--- config.mk ---
export PLATFORM = sky130hd
export DESIGN_NAME = input_arbiter
export DESIGN_NICKNAME = d
export VERILOG_FILES = /design/src/rtl/gv_input_pkg.sv /design/src/rtl/lane_capture.sv /design/src/rtl/input_arbiter.sv
export SDC_FILE = /design/constraint.sdc
export NUM_CORES = 1
export LEC_CHECK = 0
export ABC_AREA = 1
export CELL_PAD_IN_SITES_DETAIL_PLACEMENT = 1
export CELL_PAD_IN_SITES_GLOBAL_PLACEMENT = 1
export CORE_UTILIZATION = 47
export DETAILED_ROUTE_END_ITERATION = 10
export GPL_TIMING_DRIVEN = 0
export PLACE_DENSITY = 0.89
export SYNTH_ARGS = -nofsm -noshare
export SYNTH_HDL_FRONTEND = slang
export SYNTH_SLANG_ARGS = --single-unit
--- constraint.sdc ---
create_clock -name clk -period 2.8 [get_ports clk]
set_input_delay 0.7 -clock clk [delete_from_list [all_inputs] [get_ports clk]]
set_output_delay 0.7 -clock clk [all_outputs]
set_load 0.1 [all_outputs]
--- src/rtl/gv_input_pkg.sv ---
// gv_input_pkg: shared widths and the event record for the lane input arbiter.
package gv_input_pkg;
  localparam int NLANES_DEF = 4;
  localparam int STAMP_W = 8;
  typedef struct packed {
    logic [2:0] lane;
    logic [STAMP_W-1:0] stamp;
  } ev_t;
endpackage

--- src/rtl/lane_capture.sv ---
// lane_capture: one button lane: synchronizer, rising-edge detect, lockout,
// pending/stamp hold and sticky overrun flag.
module lane_capture
  import gv_input_pkg::*;
#(
  parameter int LOCKOUT = 16
) (
  input  logic clk,
  input  logic n_rst,
  input  logic btn,
  input  logic en,
  input  logic grant,
  input  logic clr_ovr,
  input  logic [STAMP_W-1:0] stamp,
  output logic pending,
  output logic [STAMP_W-1:0] stamp_held,
  output logic overrun
);
  localparam int CW = $clog2(LOCKOUT + 1);
  logic [2:0] sync_q, sync_d;
  logic locked_q, locked_d;
  logic [CW-1:0] cnt_q, cnt_d;
  logic pend_q, pend_d;
  logic [STAMP_W-1:0] stamp_q, stamp_d;
  logic ovr_q, ovr_d;
  logic accept, take, last;
  always_comb begin
    sync_d = {sync_q[1:0], btn};
    accept = sync_q[1] & ~sync_q[2] & en & ~locked_q;
    last = cnt_q == CW'(LOCKOUT - 1);
    locked_d = accept | (locked_q & ~last);
    cnt_d = (accept || !locked_q || last) ? '0 : cnt_q + 1'b1;
    // a grant frees the slot this cycle, so a coincident press re-arms it
    take = accept & (~pend_q | grant);
    pend_d = take | (pend_q & ~grant);
    stamp_d = take ? stamp : stamp_q;
    ovr_d = (accept & pend_q & ~grant) | (ovr_q & ~clr_ovr);
  end
  always_ff @(posedge clk or negedge n_rst) begin
    if (!n_rst) begin
      sync_q <= '0;
      locked_q <= 1'b0;
      cnt_q <= '0;
      pend_q <= 1'b0;
      stamp_q <= '0;
      ovr_q <= 1'b0;
    end else begin
      sync_q <= sync_d;
      locked_q <= locked_d;
      cnt_q <= cnt_d;
      pend_q <= pend_d;
      stamp_q <= stamp_d;
      ovr_q <= ovr_d;
    end
  end
  assign pending = pend_q;
  assign stamp_held = stamp_q;
  assign overrun = ovr_q;
endmodule

--- src/rtl/input_arbiter.sv ---
// input_arbiter: timestamps lane presses, round-robin arbitrates pending lanes
// into a small event FIFO.
module input_arbiter
  import gv_input_pkg::*;
#(
  parameter int NLANES = NLANES_DEF,
  parameter int LOCKOUT = 16,
  parameter int DEPTH = 4
) (
  input  logic clk,
  input  logic n_rst,
  input  logic [NLANES-1:0] buttons,
  input  logic en,
  input  logic beat_tick,
  input  logic ev_ready,
  input  logic clr_ovr,
  output logic ev_valid,
  output logic [$clog2(NLANES)-1:0] ev_lane,
  output logic [STAMP_W-1:0] ev_stamp,
  output logic [NLANES-1:0] overrun
);
  localparam int LW = $clog2(NLANES);
  localparam int PW = $clog2(DEPTH);
  logic [NLANES-1:0] pending, grant_v;
  logic [STAMP_W-1:0] held [NLANES];
  logic [STAMP_W-1:0] stamp_q, stamp_d;
  logic [LW-1:0] ptr_q, ptr_d, sel;
  logic [LW:0] idx;
  logic found, push, pop;
  ev_t mem_q [DEPTH];
  ev_t mem_d [DEPTH];
  logic [PW-1:0] wr_q, wr_d, rd_q, rd_d;
  logic [PW:0] cnt_q, cnt_d;
  for (genvar g = 0; g < NLANES; g++) begin : g_lane
    lane_capture #(.LOCKOUT(LOCKOUT)) u_lane (
      .clk(clk), .n_rst(n_rst), .btn(buttons[g]), .en(en), .grant(grant_v[g]),
      .clr_ovr(clr_ovr), .stamp(stamp_q), .pending(pending[g]),
      .stamp_held(held[g]), .overrun(overrun[g])
    );
  end
  assign ev_valid = cnt_q != '0;
  assign pop = ev_valid & ev_ready;
  always_comb begin
    found = 1'b0;
    sel = '0;
    idx = '0;
    for (int k = 0; k < NLANES; k++) begin
      idx = {1'b0, ptr_q} + (LW+1)'(k);
      if (idx >= (LW+1)'(NLANES)) idx = idx - (LW+1)'(NLANES);
      if (!found && pending[idx[LW-1:0]]) begin
        found = 1'b1;
        sel = idx[LW-1:0];
      end
    end
    // fullness is judged on the registered count, so a pop never makes room the same cycle
    push = found & (cnt_q < (PW+1)'(DEPTH));
    grant_v = push ? (NLANES'(1) << sel) : '0;
    ptr_d = push ? ((sel == LW'(NLANES - 1)) ? '0 : sel + 1'b1) : ptr_q;
    mem_d = mem_q;
    if (push) mem_d[wr_q] = '{lane: 3'(sel), stamp: held[sel]};
    wr_d = wr_q + PW'(push);
    rd_d = rd_q + PW'(pop);
    cnt_d = cnt_q + (PW+1)'(push) - (PW+1)'(pop);
    stamp_d = stamp_q + STAMP_W'(beat_tick);
  end
  always_ff @(posedge clk or negedge n_rst) begin
    if (!n_rst) begin
      stamp_q <= '0;
      ptr_q <= '0;
      mem_q <= '{default: '0};
      wr_q <= '0;
      rd_q <= '0;
      cnt_q <= '0;
    end else begin
      stamp_q <= stamp_d;
      ptr_q <= ptr_d;
      mem_q <= mem_d;
      wr_q <= wr_d;
      rd_q <= rd_d;
      cnt_q <= cnt_d;
    end
  end
  assign ev_lane = LW'(mem_q[rd_q].lane);
  assign ev_stamp = mem_q[rd_q].stamp;
endmodule
==> metrics.txt, run 1 <==
clk slew on worst S/H paths 0.06 ns; FMAX 0.368 GHz; clk buf depth 2; met1 Resource Use GR 0.306; CTS root buffer clkbuf_16; worst skew pair latency 0.43 ns; Die W 118 um; HP Class input port to async pin; FILL cells 1,531; DR DRC count 0; number of enable flip-flop cells after synthesis 0; Max-Cap Viols 0; crit path max fanout 2; DR iter-0 viols 324; WL per Instance 18.1 um; Synth Area per Inst 9.07 um2; Crit Path Class register to output port; nets 773; RSZ-0062 raised after global routing no; die height 118 um; CP Capture Type output port; cts bufs inserted 17; mapped cell area 6370 um2; Yosys reg bits 133; Final Setup Violations 0; number of port buffers 24; dpl hpwl 11.1 mm; Setup crit start g_lane[0].u_lane.overrun; Antenna diodes 0; first-pass GRT wire length 28.7 mm; GRT met2 Usage 0.479; Unique masters post-synth 30; Die Area 14,000 um2; drt total wl 17.0 mm; GRT Overall Usage 0.267; non-filler cells, final 936; Row Count 42; GRT overflow 0; GR Layer Usage met3 0.0574; Critical Path RT 2.10 ns; final cycle utilization of the critical path 0.970; GR peak layer met2; largest net degree at the start of global routing 94; clock sinks 133; placed cell count 904; Post-Syn Nets 729; Starting Density 0.481; CTS tree done; Min Clock Period, post-route 2.72 ns; RD Place Congestion 0.795; Mapped Cells 703; R2R Setup Slk 0.30 ns; YS warnings 0; final-report hold violation count 0; CP startpoint kind register; htree depth 4; ys async rst share 1.00; DRT antenna net count 0; post-synthesis sequential area ratio 0.522; Final Max Slew Viols 0; ys flop type dfrtp_1; clock skew after layout 0.00687 ns; crit path DAT 2.02 ns; IO Pins 25; vias in the first global route 5,763; P&R area growth vs syn 18.0%; via count 5,119; vias per inst 5.47; max-slew headroom at the worst pin 0.331; Worst R2R End cnt_q[2]; # hold bufs at CTS 0; status complete, no violations; Core Box Area 13,200 um2; initial antenna violation count 0; share of cells above drive strength 1 0.191; first drt pass iteration count 4; Least-Margin Pin Slew 1.00 ns; worst r2r src ptr_q[0]; worst reg2reg path depth 15
through the flow:
stage | TNS [ns] | setup slack (ns) | hold WS (ns) | utilization | instance area [um2]
6_report | 0 | 0.0830 | 0.178 | 0.568 | 7520
5_1_grt | 0 | 0.0281 | 0.208 | 0.568 | 7520
4_1_cts | 0 | 0.00593 | 0.191 | 0.566 | 7500
3_5_place_dp | -2.85 | -0.303 | 0.336 | 0.523 | 6930
3_3_place_gp | -540.30 | -4.06 | 0.332 | 0.521 | 6900
2_1_floorplan | 0 | 0.434 | 0.331 | - | 6440
cells in the mapped netlist, types with 4 or more instances:
cell / n / share of area
buf_6: 11 / 0.019
dfrtp_1: 133 / 0.52
nand2_2: 13 / 0.013
ha_1: 15 / 0.029
inv_1: 42 / 0.025
nor3b_1: 4 / 0.0047
nand2_1: 203 / 0.12
o21ai_0: 23 / 0.018
o22ai_1: 14 / 0.014
nor2_1: 54 / 0.032
o21ai_2: 11 / 0.015
nand3_1: 92 / 0.072
inv_2: 7 / 0.0041
and3_1: 4 / 0.0039
xor2_1: 13 / 0.018
nand2_4: 8 / 0.014
clkbuf_1: 11 / 0.0065
nand3_2: 20 / 0.031
nor3_4: 4 / 0.010
buf_4: 6 / 0.0071
what timing repair did:
action	CTS	global route
gates resized for setup	55	13
setup buffers	0	0
endpoints found under the setup margin	11	10
hold endpoints to repair	0	0
worst max-delay path by stage:
stage | end | slack [ns] | cells past startpoint
2_1_floorplan | ev_lane[0] | 0.43 | 4
3_5_place_dp | ev_stamp[4] | -0.30 | 5
6_report | overrun[0] | 0.08 | 2
3_3_place_gp | g_lane[2].u_lane.cnt_q[0] | -4.06 | 1
4_1_cts | ev_stamp[2] | 0.006 | 4
5_1_grt | ev_stamp[2] | 0.03 | 4
routing by layer:
| layer | vias to the layer above | share of wire |
|---|---|---|
| li1 | 2372 | - |
| met1 | 2603 | 0.40 |
| met2 | 107 | 0.54 |
| met3 | 37 | 0.036 |
| met4 | 0 | 0.022 |
| met5 | - | 0 |
critical path: stages (launching register included):
cell	delay [ns]
dfrtp_1	0.36
buf_4	0.11
clkdlybuf4s50_1	1.12
layout make-up:
type	instances	area (um2)	area share
tap	176	220	0.0293
buffer	31	230	0.0306
clock buffer	23	498	0.0662
inverter	50	190	0.0253
multi-input combinational	489	2690	0.358
timing repair buffer	25	245	0.0326
sequential	133	3330	0.442
clock inverter	9	118	0.0156
layout by cell type, fill, tap and decap left out, types with 2 or more instances in the layout:
master / instances
buf_6: 12
clkinv_4: 3
nand2_4: 8
nor3b_1: 4
nand2_2: 13
ha_1: 15
clkbuf_4: 7
clkbuf_8: 5
buf_2: 4
o22ai_1: 4
nand3_1: 92
nand4_1: 3
o22ai_2: 10
inv_1: 42
bufinv_16: 2
clkbuf_2: 4
dlymetal6s2s_1: 2
clkinvlp_4: 3
nand3_2: 20
nor2_2: 2
dfrtp_1: 133
buf_4: 8
inv_2: 7
clkbuf_1: 8
nor2_1: 54
nor3_4: 4
clkbuf_16: 17
o21ai_2: 11
xor2_1: 13
nand2_1: 203
and3_1: 4
clkdlybuf4s50_1: 10
o21ai_0: 23
flip-flops by register name, indices dropped and copies added, names as in the netlist:
| name | cells |
|---|---|
| ptr_q | 2 |
| g_lane.u_lane.stamp_held | 32 |
| g_lane.u_lane.cnt_q | 20 |
| wr_q | 2 |
| g_lane.u_lane.overrun | 4 |
| cnt_q | 3 |
| g_lane.u_lane.pending | 4 |
| g_lane.u_lane.locked_q | 4 |
| stamp_q | 8 |
| rd_q | 2 |
| g_lane.u_lane.sync_q | 12 |
| mem_q | 40 |
cells by family (layout without fill, tap and decap cells):
group / after synthesis / count (layout) / synth area share
simple gates: 408 / 408 / 0.309
flops: 133 / 133 / 0.522
buf+inv: 81 / 138 / 0.0652
compound gates: 51 / 51 / 0.0522
fa+ha+maj: 16 / 16 / 0.0326
xor+xnor: 14 / 14 / 0.0192
Power of run 1 is left out: the tool's default activity adds up to more than one toggle a clock period on the data nets, which glitch-free logic cannot reach.
==> inputs of run 2 (changes only) <==
clock period = 3.09 ns   (was 2.8 ns; I/O delays follow)
==> metrics.txt, run 2 (synthesis gave the netlist of run 1 again) <==
status complete, no violations; Antenna diodes 0 (unchanged); nets 773 (unchanged); first drt pass iteration count 4 (unchanged); largest net degree at the start of global routing 98 (+4.3%); clock sinks 133 (unchanged); GRT Overall Usage 0.269 (+0.00173); max reg flops 40 (unchanged); # hold bufs at CTS 0 (unchanged); cts bufs inserted 17 (unchanged); Die Area 14,000 um2 (unchanged); WL per Instance 18.1 um (-0.16%); CP startpoint kind register; DR DRC count 0 (unchanged); RD Place Congestion 0.808 (+1.7%); worst slack, placed -0.122 ns (+0.181 ns); via count 5,076 (-0.84%); RSZ-0062 raised after global routing no; Critical Path RT 2.32 ns (+0.22 ns); worst reg2reg path depth 15 (unchanged); first-pass GRT wire length 28.8 mm (+0.51%); dpl hpwl 11.3 mm (+1.4%); Setup crit start rd_q[0]; most common cell after layout, fill and taps aside nand2_1; P&R area growth vs syn 17.4%; HP Class input port to async pin; final worst setup slack 0.0862 ns (+0.00322 ns); clk slew on worst S/H paths 0.06 ns (about the same); final-report hold violation count 0 (unchanged); final cycle utilization of the critical path 0.972; Max-Cap Viols 0 (unchanged); R2R Setup Slk 0.59 ns (+0.29 ns); crit path max fanout 10 (+8); worst r2r src ptr_q[0]; Least-Margin Pin Slew 0.970 ns (-0.0325 ns); Top reg by flops mem_q; GRT overflow 0 (unchanged); Row Count 42 (unchanged); Starting Density 0.481 (unchanged); vias in the first global route 5,734 (-0.50%); Die W 118 um (unchanged); most frequent cells in the layout 203 x nand2_1, 133 x dfrtp_1, 92 x nand3_1; DR iter-0 viols 234 (-28%); CTS tree done; clock skew after layout 0.00827 ns (+0.00140 ns); FMAX 0.333 GHz; initial antenna violation count 0 (unchanged); max-slew headroom at the worst pin 0.352 (+0.0207); CP Capture Type output port; crit path DAT 2.23 ns (+0.21 ns); Crit Path Class register to output port; die height 118 um (unchanged); share of cells above drive strength 1 0.175 (-0.0158); IO Pins 25 (unchanged); worst skew pair latency 0.43 ns (about the same); Final Setup Violations 0 (unchanged); vias per inst 5.42 (-0.84%); htree depth 4 (unchanged); DRT antenna net count 0 (unchanged); number of port buffers 24 (unchanged); Min Clock Period, post-route 3.00 ns; drt total wl 17.0 mm (-0.16%); Worst R2R End cnt_q[2]; CTS root buffer clkbuf_16; CP endpoint ev_stamp[0]; Core Box Area 13,200 um2 (unchanged); clk buf depth 2 (unchanged); Final Max Slew Viols 0 (unchanged); Setup Buffers After CTS 0 (unchanged)
run 2: cell types whose count changed in the layout (fill, tap and decap cells not counted), moves of 3 or more:
cell | before | now
clkdlybuf4s50_1 | 10 | 13
o22ai_1 | 4 | 14
o22ai_2 | 10 | 0
clkbuf_4 | 7 | 0
clkdlybuf4s15_2 | 0 | 5
run 2: final cells by class:
cell class	instances	area, um2
inverter	50	190
clock buffer	22	484
tap	176	220
sequential	133	3330
buffer	31	228
multi-input combinational	489	2630
fill	1550	5760
timing repair buffer	25	260
clock inverter	10	144
run 2: metrics by stage:
stage	utilization	TNS, ns	area [um2]	std cells	hold WS (ns)
5_1_grt	0.565	0	7490	936	0.259
4_1_cts	0.567	0	7500	936	0.238
3_5_place_dp	0.518	-0.743	6860	904	0.338
2_1_floorplan	-	0	6370	703	0.331
3_3_place_gp	0.516	-505.83	6840	903	0.333
6_report	0.565	0	7490	936	0.235
run 2: worst min path at each step:
stage | end | slack [ns]
6_report | cnt_q[2] | 0.24
5_1_grt | cnt_q[2] | 0.26
4_1_cts | cnt_q[1] | 0.24
3_5_place_dp | g_lane[0].u_lane.sync_q[1] | 0.34
3_3_place_gp | g_lane[2].u_lane.sync_q[1] | 0.33
2_1_floorplan | g_lane[0].u_lane.sync_q[1] | 0.33
run 2: critical path, cell delays in order, from the launching register on:
cell and delay [ns]:
dfrtp_1 0.41, clkbuf_1 0.43, o21ai_0 0.21, o22ai_1 0.19
clkdlybuf4s18_2 0.56
run 2: repair_timing:
| item | in CTS | in global routing |
|---|---|---|
| hold endpoints to repair | 0 | 0 |
| setup endpoints to repair | 10 | 8 |
| gates resized for setup | 34 | 7 |
| pin swaps | 0 | 0 |
run 2: per-layer routing:
layer,track usage,up-vias,wire (um),share of wire
li1,-,2361,-,-
met1,0.306,2571,6760,0.40
met2,0.489,107,9140,0.54
met3,0.0521,37,666,0.039
met4,0.116,0,390,0.023
met5,0,-,0,0
Power of run 2 is left out for the same reason.
